<file path="src/rtl/data_inf_stream_pkg.sv">
// Shared types and helpers for the data_inf stream traffic source.
// Holds the FSM state encoding, payload mode codes and the Galois LFSR step.
package data_inf_stream_pkg;

    typedef enum logic [1:0] {
        IDLE,
        SEND,
        GAP,
        FINISH
    } src_state_e;

    localparam logic MODE_INC  = 1'b0;
    localparam logic MODE_LFSR = 1'b1;

    // Widest payload the LFSR helper handles; callers zero-extend and truncate.
    localparam int LFSR_MAX_W = 64;

    function automatic logic [LFSR_MAX_W-1:0] lfsr_next(
        input logic [LFSR_MAX_W-1:0] d,
        input logic [LFSR_MAX_W-1:0] taps
    );
        return (d >> 1) ^ (d[0] ? taps : '0);
    endfunction

endpackage

</file>
<file path="src/rtl/data_inf_stream_src.sv">
// Frame traffic source on a valid/ready link: first beat one cycle after start, one beat/cycle.
// Outputs are registered; m_valid never waits on m_ready and data/last hold while stalled.
module data_inf_stream_src
    import data_inf_stream_pkg::*;
#(
    parameter int               DSIZE = 8,
    parameter int               LSIZE = 16,
    parameter int               GSIZE = 8,
    parameter logic [DSIZE-1:0] TAPS  = DSIZE'(8'hB8)
) (
    input  logic             clk_i,
    input  logic             rst_i,
    input  logic             start,
    input  logic             mode,
    input  logic [DSIZE-1:0] seed,
    input  logic [LSIZE-1:0] frame_len,
    input  logic [LSIZE-1:0] frame_cnt,
    input  logic [GSIZE-1:0] gap_len,
    output logic             busy,
    output logic             done,
    output logic [LSIZE-1:0] frames_sent,
    output logic             m_valid,
    input  logic             m_ready,
    output logic [DSIZE-1:0] m_data,
    output logic             m_last
);

    src_state_e       state_q, state_d;
    logic             mode_q, mode_d;
    logic [LSIZE-1:0] len_q, len_d;
    logic [LSIZE-1:0] cnt_q, cnt_d;
    logic [GSIZE-1:0] gap_len_q, gap_len_d;
    logic [LSIZE-1:0] beat_q, beat_d;
    logic [LSIZE-1:0] frames_q, frames_d;
    logic [GSIZE-1:0] gap_q, gap_d;
    logic [DSIZE-1:0] data_q, data_d;
    logic             valid_q, valid_d;
    logic             last_q, last_d;
    logic             busy_q, busy_d;
    logic             done_q, done_d;

    logic             xfer;
    logic [LSIZE-1:0] frames_inc;
    logic [LSIZE-1:0] beat_inc;
    logic [LSIZE-1:0] len_last;
    logic [DSIZE-1:0] data_next;

    assign xfer       = valid_q && m_ready;
    assign frames_inc = frames_q + LSIZE'(1);
    assign beat_inc   = beat_q + LSIZE'(1);
    assign len_last   = len_q - LSIZE'(1);
    assign data_next  = (mode_q == MODE_LFSR)
                      ? DSIZE'(lfsr_next(LFSR_MAX_W'(data_q), LFSR_MAX_W'(TAPS)))
                      : data_q + DSIZE'(1);

    always_comb begin
        state_d   = state_q;
        mode_d    = mode_q;
        len_d     = len_q;
        cnt_d     = cnt_q;
        gap_len_d = gap_len_q;
        beat_d    = beat_q;
        frames_d  = frames_q;
        gap_d     = gap_q;
        data_d    = data_q;
        valid_d   = valid_q;
        last_d    = last_q;
        busy_d    = busy_q;
        done_d    = 1'b0;

        unique case (state_q)
            IDLE: begin
                if (start) begin
                    frames_d = '0;
                    if (frame_len == '0 || frame_cnt == '0) begin
                        state_d = FINISH;
                        done_d  = 1'b1;
                    end else begin
                        state_d   = SEND;
                        mode_d    = mode;
                        len_d     = frame_len;
                        cnt_d     = frame_cnt;
                        gap_len_d = gap_len;
                        beat_d    = '0;
                        valid_d   = 1'b1;
                        busy_d    = 1'b1;
                        last_d    = (frame_len == LSIZE'(1));
                        // An all-zero LFSR state would lock up, so it is nudged to 1.
                        if (mode == MODE_LFSR && seed == '0) begin
                            data_d = DSIZE'(1);
                        end else begin
                            data_d = seed;
                        end
                    end
                end
            end

            SEND: begin
                if (xfer) begin
                    if (last_q) begin
                        frames_d = frames_inc;
                        beat_d   = '0;
                        if (frames_inc == cnt_q) begin
                            state_d = FINISH;
                            valid_d = 1'b0;
                            last_d  = 1'b0;
                            busy_d  = 1'b0;
                            done_d  = 1'b1;
                        end else if (gap_len_q != '0) begin
                            state_d = GAP;
                            gap_d   = gap_len_q - GSIZE'(1);
                            data_d  = data_next;
                            valid_d = 1'b0;
                            last_d  = 1'b0;
                        end else begin
                            data_d = data_next;
                            last_d = (len_last == '0);
                        end
                    end else begin
                        beat_d = beat_inc;
                        data_d = data_next;
                        last_d = (beat_inc == len_last);
                    end
                end
            end

            GAP: begin
                // gap_q counts the idle cycles still owed after this one.
                if (gap_q == '0) begin
                    state_d = SEND;
                    valid_d = 1'b1;
                    last_d  = (len_last == '0);
                end else begin
                    gap_d = gap_q - GSIZE'(1);
                end
            end

            FINISH: begin
                state_d = IDLE;
            end

            default: begin
                state_d = IDLE;
            end
        endcase
    end

    always_ff @(posedge clk_i) begin
        if (rst_i) begin
            state_q   <= IDLE;
            mode_q    <= MODE_INC;
            len_q     <= '0;
            cnt_q     <= '0;
            gap_len_q <= '0;
            beat_q    <= '0;
            frames_q  <= '0;
            gap_q     <= '0;
            data_q    <= '0;
            valid_q   <= 1'b0;
            last_q    <= 1'b0;
            busy_q    <= 1'b0;
            done_q    <= 1'b0;
        end else begin
            state_q   <= state_d;
            mode_q    <= mode_d;
            len_q     <= len_d;
            cnt_q     <= cnt_d;
            gap_len_q <= gap_len_d;
            beat_q    <= beat_d;
            frames_q  <= frames_d;
            gap_q     <= gap_d;
            data_q    <= data_d;
            valid_q   <= valid_d;
            last_q    <= last_d;
            busy_q    <= busy_d;
            done_q    <= done_d;
        end
    end

    assign busy        = busy_q;
    assign done        = done_q;
    assign frames_sent = frames_q;
    assign m_valid     = valid_q;
    assign m_data      = data_q;
    assign m_last      = last_q;

endmodule

</file>
<file path="config.mk">
export PLATFORM = sky130hd
export DESIGN_NAME = data_inf_stream_src
export DESIGN_NICKNAME = d
export VERILOG_FILES = /design/src/rtl/data_inf_stream_pkg.sv /design/src/rtl/data_inf_stream_src.sv
export SDC_FILE = /design/constraint.sdc
export NUM_CORES = 1
export LEC_CHECK = 0
export ABC_AREA = 1
export CAP_MARGIN = 40
export CORE_UTILIZATION = 58
export CTS_BUF_LIST = sky130_fd_sc_hd__clkbuf_2
export DETAILED_ROUTE_END_ITERATION = 10
export PLACE_DENSITY = 0.85
export SETUP_SLACK_MARGIN = 0.02
export SYNTH_ARGS = -nofsm -noshare
export SYNTH_HDL_FRONTEND = slang
export SYNTH_SLANG_ARGS = --single-unit
</file>
<file path="constraint.sdc">
create_clock -name clk_i -period 2.4 [get_ports clk_i]
set_clock_uncertainty 0.05 [all_clocks]
set_input_delay 0.48 -clock clk_i [delete_from_list [all_inputs] [get_ports clk_i]]
set_output_delay 0.48 -clock clk_i [all_outputs]
set_load 0.05 [all_outputs]
</file>
==> flow_summary.yaml <==
run_status:
  status: "complete, no violations"
place:
  dp_hpwl_mm: 12.4
  numPortBuffers: 80
  place.gp.congestion: 0.905
  dpl.cell_count: 1253
  place_area_um2: 7380
  place_ws_ps: -181
route:
  dr.pass1.iters: 5
  postRouteAntennaNets: 0
  drt_iter0_markers: 405
  wl_per_cell_um: 13.3
  wl_mm: 17.1
  avgViaCountPerCell: 5.40
  drc: 0
  vias: 6920
power:
  comb_power_share: 0.511
  internal_power_uw: 3270
  p_sw_uw: 2910
  seqPwrFrac: 0.350
  leakagePower_uw: 0.00350
  ir_drop_mv: 0.636
  total_power_uw: 6190
  power_density_nw_per_um2: 797
  switching_share: 0.471
  p_clk_frac: 0.139
setup_path:
  cp_slowest_stage_delay_ps: 410
  cp_max_fo: 7
  r2r_end: "m_data[7]"
  critPathLaunchType: "register"
  cp.required_ps: 2900
  worstSetupPathType: "register to register"
  worstPathArrival_ps: 2890
  ff2ff_setup_slack_ps: 20
  path_cells: "ha_4 > nand2_4 > buf_4 > inv_1 > nand2_1 > nand2_1 > inv_1 > nor2_1 > nor2_1 > nand2_1 > nor2_2 > nand3b_1 > nor2_4 > nand4_4 > nand2_8 > inv_4 > nor2_2 > nor2_1"
  r2r_cells: 18
  r2r_start: "frames_sent[0]"
  cp-end-kind: "register"
  slowest_stage: "dfxtp_2"
global_route:
  grt.total_usage: 0.302
  grt.overflow.total: 0
  grt_max_degree: 64
  grt_pass1_wl_mm: 27.4
  antenna_found_initial: 0
  first_global_vias: 6123
clocking:
  cts_buffers: 9
  clock-sinks: 95
  holdBufCountCts: 0
  cts-htree-levels: 3
  cts-root-buf: "clkbuf_2"
  clk_pin_slew_worst_paths_ps: 290
  cts_tree: "yes"
  clkLatencyLatePin_ps: 630
  clock_path_buffers: 2
final_layout:
  fillers: 889
  drive_gt1_frac: 0.121
  final_area_um2: 7760
  final-seq-area_um2: 1920
  layout-area-overhead-vs-synth_pct: 23.9
  antennaDiodeCount: 0
  multi_input_area_um2: 3910
  nets: 1203
  final_cell_count_no_fill: 1281
synthesis:
  synth_cell_types: 43
  syn-instance-count: 1035
  synth_seq_cells: 95
  synth-edff-count: 0
  ys_seq_area_frac: 0.304
  async_flop_share: 0
  synth_top_flop_cell: "dfxtp_1"
  yosys_warnings: 0
  synth.avg_cell_area_um2: 6.05
  synthesis.nets: 1098
  netlist_area_um2: 6260
worst_hold_path:
  holdPathStages: 3
  whs_endpoint: "gap_len_q[3]"
  min_from: "gap_len[3]"
  hp-class: "input port to register"
timing:
  hold_violations: 0
  period_minus_slack_ps: 2380
  slew_headroom: 0.666
  setup_slack_ps: 15.1
  max_slew.worst_pin.slew_ps: 503
  fmax_mhz: 419
  finalMaxSlewViolations: 0
  fin_crit_sh: 0.994
  setup_violations: 0
  finalSetupTns_ps: 0
  rsz0062_at_grt: "yes"
floorplanning:
  coreArea_um2: 10400
  start_util: 0.601
  pin_count: 81
  die_area_um2: 11200
  die_w_um: 106
  row_count: 37
  dieHeight_um: 106
flow_run:
  maxCapViolCount: 0
[synthesized netlist by cell type (4+ instances only)]
| cell type | n | area (um^2) |
|---|---|---|
| inv_1 | 122 | 458 |
| nand4_1 | 16 | 100 |
| nand2_1 | 295 | 1110 |
| a21oi_1 | 87 | 435 |
| clkbuf_1 | 23 | 86.3 |
| ha_1 | 10 | 125 |
| inv_2 | 4 | 15.0 |
| o21ai_0 | 73 | 365 |
| nand2_2 | 8 | 50.1 |
| nand3_1 | 76 | 380 |
| nor2_1 | 138 | 518 |
| dfxtp_1 | 95 | 1900 |
| nor4_1 | 6 | 37.5 |
| xor2_1 | 14 | 123 |
| nor3_1 | 10 | 50.1 |
| xnor2_1 | 6 | 52.6 |
| nand3b_1 | 5 | 37.5 |
[how the worst max path moves through the flow]
stage	from	endpoint	slack [ps]	cells after the start
finish	frames_sent[0]	m_data[7]	20	18
global route	frames_sent[0]	m_data[3]	-150	16
CTS	frames_sent[0]	m_valid	20	17
detailed placement	frame_len[8]	m_data[7]	-180	12
global placement	frame_len[8]	m_data[6]	-100	12
floorplan	frames_sent[3]	m_data[5]	30	13
[placed cells by master (no fill, tap or decap), types with 4 or more instances in the layout]
master,netlist,final
nor2_2,3,11
nor3_1,10,10
nor4_1,6,6
nand2_4,2,4
clkbuf_2,1,9
clkdlybuf4s50_1,0,52
nor2_1,138,127
nand3_1,76,73
a21oi_1,87,86
nand2_2,8,17
nand4_1,16,16
nand2_1,295,284
o21ai_0,73,72
ha_1,10,7
dlygate4sd2_1,0,28
nor2_4,3,6
nand3b_1,5,5
nand3_2,2,4
dfxtp_1,95,84
xnor2_1,6,6
dfxtp_2,0,9
buf_12,0,4
xor2_1,14,13
buf_4,3,38
inv_1,122,119
inv_2,4,4
[power by group through the flow]
stage	logic (uW)	clock network [uW]	registers, uW
2_1_floorplan	1930	0	2390
3_3_place_gp	2930	0	2180
3_5_place_dp	2990	0	2180
4_1_cts	2950	877	2150
5_1_grt	3490	954	2210
6_report	3160	861	2170
[critical path: cells and delay by family (launching register included)]
family        cells  cell delay [ps]
flops             1              410
buf+inv           4              260
fa+ha+maj         1              170
simple gates     13             1400
[flip-flops by register name (all words and copies together), names as in the netlist]
name / count
gap_len_q: 8
m_valid: 1
beat_q: 16
m_last: 1
len_q: 16
busy: 1
done: 1
gap_q: 8
state_q: 2
m_data: 8
cnt_q: 16
mode_q: 1
frames_sent: 16
[routing by layer]
layer,track usage,vias up,wire [um]
li1,-,3534,-
met1,0.394,3118,7750
met2,0.505,225,7940
met5,0,-,0
met4,0.126,0,463
met3,0.0380,43,900
[layout make-up]
class	instances	share of cell area
timing repair buffer	123	0.147
multi-input combinational	782	0.504
tap	136	0.0219
sequential	95	0.248
inverter	129	0.0639
clock inverter	7	0.0102
clock buffer	9	0.00580
[through the flow]
| step | utilization | hold WS, ps |
|---|---|---|
| 2_1_floorplan | - | 374 |
| 6_report | 0.745 | 382 |
| 5_1_grt | 0.745 | 352 |
| 3_3_place_gp | 0.709 | 396 |
| 3_5_place_dp | 0.709 | 402 |
| 4_1_cts | 0.720 | 341 |
[cells by family after synthesis]
group | Yosys count | share of synthesized area
buffers and inverters | 159 | 0.0993
adder cells (fa/ha/maj) | 10 | 0.0200
flip-flops | 95 | 0.304
AND/OR/NAND/NOR | 572 | 0.394
XOR/XNOR | 21 | 0.0318
AO/OA/AOI/OAI | 178 | 0.151
[repair_timing]
action                                  in CTS  in global routing
cloned                                       0                  1
setup buffers                                2                  9
hold endpoints to repair                     0                  0
pin swaps                                    2                 22
endpoints found under the setup margin      29                 33
resized for setup                           31                 54
No activity file was read; power rests on OpenSTA's default activity.
==> patch (same settings) <==
Add an input register stage for `mode`, with the module's reset; this delays it by one clock. The other inputs are not delayed to match.
--- a/src/rtl/data_inf_stream_src.sv
+++ b/src/rtl/data_inf_stream_src.sv
@@ -25,4 +25,14 @@
     output logic             m_last
 );
+
+    logic mode_r;
+
+    always_ff @(posedge clk_i) begin
+        if (rst_i) begin
+            mode_r <= '0;
+        end else begin
+            mode_r <= mode;
+        end
+    end
 
     src_state_e       state_q, state_d;
@@ -78,5 +88,5 @@
                     end else begin
                         state_d   = SEND;
-                        mode_d    = mode;
+                        mode_d    = mode_r;
                         len_d     = frame_len;
                         cnt_d     = frame_cnt;
@@ -87,5 +97,5 @@
                         last_d    = (frame_len == LSIZE'(1));
                         // An all-zero LFSR state would lock up, so it is nudged to 1.
-                        if (mode == MODE_LFSR && seed == '0) begin
+                        if (mode_r == MODE_LFSR && seed == '0) begin
                             data_d = DSIZE'(1);
                         end else begin
Function: changed (Yosys sat finds a counterexample within 4 cycles, from zero or initial values and one cycle with rst_i high).
==> patch against the unedited design <==
Cell area up 0.27%. Largest cell class unchanged. Worst setup slack improved by 33 ps. Synthesized area decreased by 2.3%. Synthesized cell count down 2.4%. Power rose by 2.2%. Wire length up 0.31%. Sequential cell count up 1. Count of clock-buffer cells in the layout unchanged.
==> patch: results (changes against the unedited design) <==
metric;value;unit;change
Lkg Pwr;3.54;nW;+1.0%
hold path startpoint;mode;;
dpl ws;-224;ps;-43.2 ps
Non-clk invs;130;;+0.78%
gr usage total;30.3;%;+0.062 points
Filler Cell Count;856;;-3.7%
number of multi-input logic gates;755;;-3.5%
Net Sw Frac;45.1;%;-2.0 points
Signal buf overhead;16.3;%;+1.6 points
detailed placement HPWL;12300;um;-0.81%
multi-input combinational area share;48.4;%;-2.0 points
top cells by count, synth;nand2_1 (310), inv_1 (127), nor2_1 (98);;
seq_cells;96;;+1.1%
sink of the worst hold path;mode_r;;
R2R cell count;16;;-2
syn_nets;1073;;-2.3%
area of the multi-input gates;3760;um^2;-3.7%
first-pass GRT wire length;27300;um;-0.40%
maximum VDD drop;0.623;mV;-2.0%
Skew-Pair Late Insertion Delay;580;ps;-50 ps
status;finished clean;;
Fin Hold WS;359;ps;-22.8 ps
non-clock buffer count;138;;+12%
layout cells sized above 1;12.2;%;+0.11 points
Clock-cell share;1.99;%;+0.40 points
synth unique cells;39;;-9.3%
## patch: cell types whose count changed after synthesis, sizes merged, moves of 2 or more
cell / delta
a21oi: +6
buf: +3
clkbuf: -3
nand2: +14
nand3b: -2
nand4: +2
nor2: -35
o21ai: -10
or2: -2
## patch: kinds of logic (layout without fill, tap and decap cells)
group	count (synthesis)	after routing	synth area share, %
and+or+nand+nor	548	549	38.2
AOI/OAI and AO/OA	177	177	15.4
buffers and inverters	160	284	10.2
DFF	96	96	31.4
xor gates and xnor gates	19	19	2.72
adders and majority gates	10	10	2.04
## patch: per-layer routing
layer | up-vias | track usage, % | wire length (um)
li1 | 3489 | - | -
met2 | 224 | 50.4 | 7980
met4 | 0 | 11.7 | 485
met1 | 3122 | 39.9 | 7600
met3 | 46 | 3.87 | 1030
met5 | - | 0 | 0
## patch: per-stage QoR
step	utilization [%]	std cells
after global placement	72.2	1252
after floorplan	-	1010
after detailed placement	72.2	1252
after CTS	73.5	1268
final	75.7	1271
after global routing	75.7	1271
